$ cat src/rtl/step_sequencer_core.sv
// 16-step toggle pattern with a tempo-driven playhead, per-step strobe and timed gate.
// Define SEQ_SWING_EN to build swing timing (even steps long, odd steps short).
module step_sequencer_core #(
  parameter int unsigned TICKS_PER_STEP = 1_500_000,
  parameter int unsigned GATE_TICKS     = 750_000
) (
  input  logic        clk,
  input  logic        rst_n,
  input  logic [3:0]  button_index,
  input  logic        button_pressed,
  input  logic        run,
  input  logic        clear,
  input  logic        rewind,
  output logic [15:0] pattern,
  output logic [3:0]  playhead,
  output logic        step_pulse,
  output logic        gate
);

`ifdef SEQ_SWING_EN
  localparam int unsigned SWING   = TICKS_PER_STEP >> 2;
  localparam int unsigned MAX_LEN = TICKS_PER_STEP + SWING;
`else
  localparam int unsigned MAX_LEN = TICKS_PER_STEP;
`endif
  localparam int unsigned TICK_W  = $clog2(MAX_LEN);

  localparam logic [TICK_W-1:0] GATE_LAST = TICK_W'(GATE_TICKS - 1);

  typedef enum logic {
    IDLE = 1'b0,
    PLAY = 1'b1
  } state_e;

  state_e              state_q, state_d;
  logic [15:0]         pattern_q, pattern_d;
  logic [3:0]          playhead_q, playhead_d;
  logic [TICK_W-1:0]   tick_q, tick_d;
  logic                pulse_q, pulse_d;
  logic                gate_q, gate_d;
  logic [TICK_W-1:0]   last_tick;

  // Final tick of the step currently under the playhead.
`ifdef SEQ_SWING_EN
  assign last_tick = playhead_q[0] ? TICK_W'(TICKS_PER_STEP - SWING - 1)
                                   : TICK_W'(TICKS_PER_STEP + SWING - 1);
`else
  assign last_tick = TICK_W'(TICKS_PER_STEP - 1);
`endif

  // Edit path runs regardless of play state; clear beats a same-cycle press.
  always_comb begin
    // NOTE: every always_comb target gets a default first so no path leaves it unassigned (no latch).
    pattern_d = pattern_q;
    if (clear) begin
      pattern_d = '0;
    end else if (button_pressed) begin
      pattern_d[button_index] = ~pattern_q[button_index];
    end
  end

  // Gate values read pattern_q, so a same-cycle toggle never affects the gate.
  always_comb begin
    state_d    = state_q;
    playhead_d = playhead_q;
    tick_d     = tick_q;
    pulse_d    = 1'b0;
    gate_d     = gate_q;

    unique case (state_q)
      IDLE: begin
        tick_d = '0;
        gate_d = 1'b0;
        if (rewind) begin
          playhead_d = '0;
        end
        if (run) begin
          state_d = PLAY;
          pulse_d = 1'b1;
          gate_d  = pattern_q[playhead_d];
        end
      end

      PLAY: begin
        if (!run) begin
          state_d = IDLE;
          tick_d  = '0;
          gate_d  = 1'b0;
          if (rewind) begin
            playhead_d = '0;
          end
        end else if (rewind) begin
          playhead_d = '0;
          tick_d     = '0;
          pulse_d    = 1'b1;
          gate_d     = pattern_q[0];
        end else if (tick_q == last_tick) begin
          playhead_d = playhead_q + 4'd1;
          tick_d     = '0;
          pulse_d    = 1'b1;
          gate_d     = pattern_q[playhead_d];
        end else begin
          tick_d = tick_q + 1'b1;
          if (tick_q == GATE_LAST) begin
            gate_d = 1'b0;
          end
        end
      end

      default: state_d = IDLE;
    endcase
  end

  always_ff @(posedge clk or negedge rst_n) begin
    if (!rst_n) begin
      state_q    <= IDLE;
      pattern_q  <= '0;
      playhead_q <= '0;
      tick_q     <= '0;
      pulse_q    <= 1'b0;
      gate_q     <= 1'b0;
    end else begin
      // NOTE: non-blocking assignments so every register samples the pre-edge values.
      state_q    <= state_d;
      pattern_q  <= pattern_d;
      playhead_q <= playhead_d;
      tick_q     <= tick_d;
      pulse_q    <= pulse_d;
      gate_q     <= gate_d;
    end
  end

  assign pattern    = pattern_q;
  assign playhead   = playhead_q;
  assign step_pulse = pulse_q;
  assign gate       = gate_q;

endmodule

$ cat config.mk
export PLATFORM = sky130hd
export DESIGN_NAME = step_sequencer_core
export DESIGN_NICKNAME = d
export VERILOG_FILES = /design/src/rtl/step_sequencer_core.sv
export SDC_FILE = /design/constraint.sdc
export NUM_CORES = 1
export LEC_CHECK = 0
export CORE_AREA = 3 3 82 84
export CTS_CLUSTER_SIZE = 16
export DETAILED_ROUTE_END_ITERATION = 8
export DIE_AREA = 0 0 85 87
export GPL_TIMING_DRIVEN = 0
export PLACE_DENSITY = 0.64
export SYNTH_ARGS = -nofsm -noshare
export SYNTH_HDL_FRONTEND = slang
export SYNTH_SLANG_ARGS = --single-unit
$ cat constraint.sdc
create_clock -name clk -period 2.6 [get_ports clk]
set_clock_uncertainty 0.15 [all_clocks]
set_input_delay 0.39 -clock clk [delete_from_list [all_inputs] [get_ports clk]]
set_output_delay 0.39 -clock clk [all_outputs]
set_load 0.01 [all_outputs]
# After elaboration in Yosys (flattened, before gate mapping)
# Cells that the tools add are included.
# totals
regBits,44
wordCells,52
# op_classes
n_addsub,2
magnitude_cmp,4
n_eq_ne,4
n_mux,32
n_bitwise,2
reduce_logical,2
# ops
operator,count
$mux W21,3
$pmux W21 S2,1
$mux W16,2
$add A21 B1 Y21 const B,1
$eq A21 B20 Y1 const B,1
$eq A21 B21 Y1 const B,1
$mux W4,5
$bwmux W16,1
$lt A4 B5 Y1 const B,3
$mux W1,13
$bmux W1 S4,3
$pmux W4 S2,1
$ne A5 B3 Y1 const B,1
$add A4 B1 Y4 const B,1
$demux W1 S4,1
$ge A4 B1 Y1 const B,1
$ne A4 B3 Y1 const B,1
$pmux W1 S2,2
$not A1 Y1,2
$reduce_bool A2 Y1,1
$logic_and A1 B1 Y1,1

# Longest topological paths before layout
# Gate-level depths: netlist of the first run.
# depth
depth_word,7
mapped_depth,7

# Worst setup path before layout of the first run
# Ideal clock, no wire load.
# synth_path
kind,reg2reg
start,"register playhead_q[0], in the netlist playhead[0]"
end,"register gate_q, in the netlist gate"
setup_time_ns,0.133
arrival_ns,2.283
setup_slack_ns,0.034
stages_incl_launch_ff,7
n_path_buf,1
period_less_slack_ns,2.566
path_cell_list,dfrtp_1 -> ha_1 -> clkbuf_1 -> mux4_2 -> mux4_2 -> a311oi_1 -> o32ai_1
# synth_between
elab_chain_cells,7
# synth_rtl
element,line_no,rtl
"start, declared",37,"logic [3:0] playhead_q, playhead_d;"
"start signal, assigned",126,playhead_q <= playhead_d;
$add A4 B1 Y4,98,playhead_d = playhead_q + 4'd1;
$bmux W1 S4,101,gate_d = pattern_q[playhead_d];
$mux W1 (not written as such),101,
$mux W1,97,end else if (tick_q == last_tick) begin
$mux W1,92,end else if (rewind) begin
$mux W1,85,if (!run) begin
$pmux W1 S2 *,70,unique case (state_q)
"end signal, assigned",129,gate_q <= gate_d;
"end, declared",40,"logic gate_q, gate_d;"
# Every way passes the cells marked *; elsewhere a longest branch is shown, timed or not. The select of a mux whose other input is x is not followed.
# A chain may end at the register's enable or synchronous reset.

# Worst setup path after layout of the first run
# layout_path
start,"register playhead_q[1], in the netlist playhead[1]"
end,"register gate_q, in the netlist gate"
# Same word-level chain as after synthesis.

==> results of run 1 <==
kinds of logic after synthesis:
| group | after synthesis |
|---|---|
| multiplexers | 17 |
| buffers and inverters | 22 |
| AO/OA/AOI/OAI | 29 |
| flip-flops | 44 |
| XOR/XNOR | 22 |
| AND/OR/NAND/NOR | 120 |
| adder cells (fa/ha/maj) | 2 |
cells in the final DEF (no fill, tap or decap), types with 2 or more instances in the layout:
cell type / instances
a211oi_1: 6
a211oi_2: 10
a21oi_1: 3
and2_1: 3
and3_1: 2
and4_1: 2
buf_2: 6
clkbuf_1: 7
clkbuf_8: 5
clkdlybuf4s50_1: 25
dfrtp_1: 44
inv_1: 8
mux2i_1: 6
mux4_2: 11
nand2_1: 10
nand2b_1: 3
nand3_1: 10
nand3b_1: 3
nand4_1: 7
nor2_1: 56
nor3_1: 11
nor4_1: 5
nor4b_1: 3
o22ai_1: 2
xnor2_1: 14
xor2_1: 8
final timing paths:
path	slack, ns	cells after the start	start	endpoint
worst max-delay path	0.11	5	playhead[1]	gate
worst min-delay path	0.27	2	clear	pattern[15]
worst max register to register	0.11	5	playhead[1]	gate
worst min register to register	0.30	1	tick_q[0]	tick_q[0]
max in group asynchronous	1.38	3	rst_n	pattern[1]
min in group asynchronous	0.43	2	rst_n	tick_q[15]
worst max-delay path, stage by stage, from the launching register on:
cell and delay [ns]:
dfrtp_1 0.41, ha_2 0.43, mux4_2 0.52, mux4_2 0.49, a311oi_1 0.27, o32ai_1 0.10
sequential cells by signal, summed over array words and instances, names as in the netlist:
name	flops
tick_q	21
gate	1
playhead	4
step_pulse	1
pattern	16
state_q	1
layout make-up:
type | instances | area [um^2]
Inverter | 8 | 30.0
Buffer | 13 | 62.6
Sequential cell | 44 | 1100
Clock buffer | 6 | 72.6
Multi-Input combinational cell | 190 | 1400
Clock inverter | 2 | 35.0
Timing Repair Buffer | 28 | 285
Fill cell | 546 | 2910
Tap cell | 75 | 93.8
layer usage:
| layer | up-vias | global-route usage [%] |
|---|---|---|
| met3 | 4 | 3.22 |
| li1 | 993 | - |
| met1 | 1015 | 25.0 |
| met4 | 0 | 3.60 |
| met2 | 32 | 24.9 |
| met5 | - | 0 |
power by group:
group | internal [mW] | leakage (nW) | switching, mW
clock | 0.286 | 0.0552 | 0.241
sequential | 0.692 | 0.608 | 0.0107
combinational | 0.0468 | 0.451 | 0.0647
total | 1.02 | 1.11 | 0.317
synthesized netlist by cell type (5+ instances only):
| library cell | n | area, um^2 |
|---|---|---|
| xor2_1 | 8 | 70.1 |
| a211oi_1 | 6 | 45.0 |
| xnor2_1 | 14 | 123 |
| nor3_1 | 11 | 55.1 |
| inv_1 | 8 | 30.0 |
| nand2_1 | 10 | 37.5 |
| nand4_1 | 7 | 43.8 |
| nand3_1 | 10 | 50.1 |
| mux2i_1 | 6 | 60.1 |
| mux4_2 | 11 | 248 |
| a211oi_2 | 10 | 125 |
| nor2_1 | 56 | 210 |
| nor4_1 | 5 | 31.3 |
| buf_2 | 5 | 25.0 |
| dfrtp_1 | 44 | 1100 |
| clkbuf_1 | 7 | 26.3 |
repair_timing:
action                                  CTS  global route
hold buffers                              1             0
hold endpoints to repair                 18             0
endpoints found under the setup margin    1             1
gates resized for setup                   0             1
cloned                                    0             0
==> results.cfg, run 1 <==
[status]
status = finished clean

[detailed_routing]
dr.pass1.iters = 4
drcViolationCount = 0
vias_per_cell = 5.58
wire_per_inst_um = 15.8
first_iter_violations = 88
routed.top_layer = met4
dr_wl_met3_um = 191
wl_met1_um = 2960
route.met2.wl_um = 2580
drtAntennaViolNets = 0
via_count = 2044
wl_um = 5770

[floorplanning]
fp.coreArea_mm2 = 0.00599
die-height_um = 87
die_x_um = 85
io_pins = 32
start_util_pct = 43.3
dieArea_mm2 = 0.00740
rows = 28

[layout]
synthToLayoutAreaGrowth_pct = 18.7
final_cells = 366
final_core_util_pct = 51.4
final_nets = 302
drive_gt1_share_pct = 13.7
fin_area_mm2 = 0.00308
antenna_cells = 0

[synthesis]
synthAdderAreaFrac_pct = 0.964
synth_nets = 268
synth_edf_count = 0
synthCells = 256
synth_xor_area_share_pct = 7.42
ys_ff_latch = 44
ys_warn_count = 0
synth_top_family_by_area = simple AND/OR/NAND/NOR gates
synthSimpleGateAreaFrac_pct = 23.3
synthMuxAreaShare_pct = 11.9
yosysSeqAreaShare_pct = 42.4
synthArstFlopShare_pct = 100
syn_avg_cell_area_um2 = 10.1
synth.distinct_cells = 40
ys.flop_type = dfrtp_1
syn-cell-area_mm2 = 0.00260
synth_compound_area_share_pct = 10.4

[timing]
grt_setup_unrepaired = false
finalHoldViolCount = 0
final_max_slew_viol_count = 0
worstMarginPinSlew_ns = 0.708
period_needed_ns = 2.49
setup_tns_ns = 0
slew_headroom_pct = 52.8
fmaxAchievable_mhz = 402
final-setup-viol-count = 0
setup_ws_ns = 0.114
hold_ws_ns = 0.275
post-route-period-util_pct = 95.6

[grt]
grt.overflow.total = 0
track_usage_pct = 16.6
antenna_found_initial = 0
grt_first_pass_wirelength_um = 9910
grt_pass1_vias = 1987
grt_max_degree = 27

[power_and_ir_drop]
max-vdd-ir-drop_mv = 0.252
power.density_mw_per_mm2 = 435
finalPower_mw = 1.34
leakagePower_nw = 1.11

[cts]
post-cts-setup-buffer-count = 0
cts_made_buffers = 5
clock_sinks = 44
clk_path_buf_depth = 2
clk_pin_slew_ns = 0.09
clockRootBuffer = clkbuf_8
clk_latency_ns = 0.30
cts_tree = done
cts.htree.levels = 2

[worst_setup_path]
worstPathMaxFanout = 5
cp-end-kind = flip-flop
crit_arrival_ns = 2.51
crit_type = flip-flop to flip-flop
critPathRequiredTime_ns = 2.63
setup.worst_path.start_class = flip-flop

[placed_design]
portBuffers = 26
place_ws_ns = -0.0723
dp_hpwl_um = 4280
place_area_mm2 = 0.00297
dp.cells = 358
routabilityCongestion = 0.814

[flow_run]
drv_cap = 0

[hold_path]
hold_class = input port to flip-flop
Note: power is estimated with default switching activity, not from simulation.
==> run 2: changes to the inputs <==
Settings changed: ABC_AREA from default to 1, CORE_AREA 3 3 82 84 to 3 3 85 87, DIE_AREA 0 0 85 87 to 0 0 88 90, PLACE_DENSITY 0.64 to 0.63.
==> results.cfg, run 2 <==
[status]
status = finished clean

[cts]
post-cts-setup-buffer-count = 0
clk_pin_slew_ns = 0.08
hold_buffers = 1
cts.htree.levels = 2
clock_sinks = 44
clockRootBuffer = clkbuf_8
clk_latency_ns = 0.30
clk_path_buf_depth = 2
cts_tree = done
cts.repair.resized = 0
cts_made_buffers = 5

[timing]
final_max_slew_viol_count = 0
finalHoldViolCount = 0
final-setup-viol-count = 0
period_needed_ns = 1.96
setup_tns_ns = 0
slew_headroom_pct = 75.8
fmaxAchievable_mhz = 509
worstMarginPinSlew_ns = 0.361
post-route-period-util_pct = 75.5
grt_setup_unrepaired = false
setup_ws_ns = 0.637

[layout]
final_cell_mix = nor2_1 (89), nand2_1 (76), inv_1 (57), nand3_1 (46), dfrtp_1 (44)
synthToLayoutAreaGrowth_pct = 18.9
largest_reg_flops = 21
drive_gt1_share_pct = 5.36
top_register = tick_q
final_common_cell = nor2_1
final_nets = 459
fillers = 647
final_core_util_pct = 51.5
final_cells = 525
antenna_cells = 0

[detailed_routing]
drtAntennaViolNets = 0
vias_per_cell = 5.28
via_count = 2773
first_iter_violations = 219
drcViolationCount = 0
dr.pass1.iters = 4
wl_um = 7380
wire_per_inst_um = 14.1

[synthesis]
yosysTopAreaCellShare_pct = 39.5
yosysSeqAreaShare_pct = 39.5
synthArstFlopShare_pct = 100
ys_ff_latch = 44
ys.flop_type = dfrtp_1
syn_avg_cell_area_um2 = 6.84
synth_edf_count = 0
ys_top_cells_by_count = nor2_1 (89), nand2_1 (76), inv_1 (57), nand3_1 (46), dfrtp_1 (44)
synth_nets = 419
synth_top_area_cell = dfrtp_1
synthCells = 407
syn-cell-area_mm2 = 0.00279
ys_warn_count = 0
yosysMostFrequentCell = nor2_1
synth.area.top_cells = dfrtp_1 (40%), nor2_1 (12%), nand2_1 (10%)
synth.distinct_cells = 30

[placed_design]
dp.cells = 516
routabilityCongestion = 0.907
dp_hpwl_um = 5620
portBuffers = 31
place_ws_ns = 0.382

[grt]
track_usage_pct = 19.5
grt.overflow.total = 0
grt_pass1_vias = 2600
grt_max_degree = 34
grt_first_pass_wirelength_um = 12500
antenna_found_initial = 0

[worst_setup_path]
cpPeakStageDelay_ns = 0.60
cp_num_buf_inv = 3
setup.worst_path.start_class = input port
crit_arrival_ns = 2.00
worstPathMaxFanout = 10
cp_top_family = buffers and inverters
critPathRequiredTime_ns = 2.64
crit_type = input port to flip-flop
cp_slowest_cell = clkdlybuf4s50_1
cp-end-kind = flip-flop
crit_chain = clkdlybuf4s50_1 -> inv_1 -> buf_2 -> nand2_1 -> nand3_1 -> nand3_1 -> nand3_1 -> nand2_1 -> nand2_1 -> nand3_1 -> nand2_1

[floorplanning]
die-height_um = 90
dieArea_mm2 = 0.00792
die_x_um = 88
fp.coreArea_mm2 = 0.00642
io_pins = 32
rows = 29
start_util_pct = 43.4

[power_and_ir_drop]
power.density_mw_per_mm2 = 384
max-vdd-ir-drop_mv = 0.240
leakagePower_nw = 1.38
finalPower_mw = 1.27

[hold_path]
hold_class = flip-flop to flip-flop

[flow_run]
drv_cap = 0
-- run 2: changes by cell type in the layout (fill, tap and decap cells not counted), moves of 21 or more --
| cell | delta |
|---|---|
| nor2_1 | +33 |
| nand3_1 | +36 |
| nand2_1 | +66 |
| o21ai_0 | +21 |
| inv_1 | +49 |
-- run 2: through the flow --
step                hold WS, ns  area [um^2]
floorplan               -0.0556         2790
global placement          0.322         3190
detailed placement        0.156         3210
CTS                       0.347         3310
global route              0.360         3310
finish                    0.351         3310
-- run 2: path summary, 6_finish.rpt --
check	startpoint	to	slack, ns	cells past startpoint
max in group asynchronous	rst_n	pattern[7]	1.46	3
worst min-delay path	state_q	step_pulse	0.35	1
min in group asynchronous	rst_n	pattern[13]	0.37	2
worst min register to register	state_q	step_pulse	0.35	1
worst max-delay path	rewind	gate	0.64	11
worst max register to register	tick_q[0]	tick_q[18]	0.70	7
-- run 2: layer usage --
layer  share of wire (%)  track usage (%)
met5                   0                0
met4                0.95             3.58
met3                 5.9             3.66
met2                  42             27.3
met1                  51             31.0
-- run 2: area by class of cell --
class                           count  area (um^2)  share of cell area [%]
Buffer                              8         47.5                    1.44
Multi-Input combinational cell    297         1420                    42.9
Inverter                           58          218                    6.58
Sequential cell                    44         1100                    33.3
Timing Repair Buffer               33          335                    10.1
Clock buffer                        7         86.3                    2.61
Tap cell                           77         96.3                    2.91
Clock inverter                      1         7.51                   0.227
-- run 2: logic make-up after synthesis --
| group | Yosys count | share of synthesized area [%] |
|---|---|---|
| compound gates | 43 | 8.89 |
| buf+inv | 66 | 9.52 |
| fa+ha+maj | 2 | 0.898 |
| simple gates | 238 | 36.7 |
| flops | 44 | 39.5 |
| xor+xnor | 14 | 4.40 |
-- run 2: power breakdown --
part	internal [mW]	switching [mW]	total [mW]	leakage, nW
Combinational	0.0449	0.0705	0.115	0.726
Sequential	0.692	0.0115	0.704	0.608
Clock	0.216	0.237	0.453	0.0445
Total	0.953	0.319	1.27	1.38
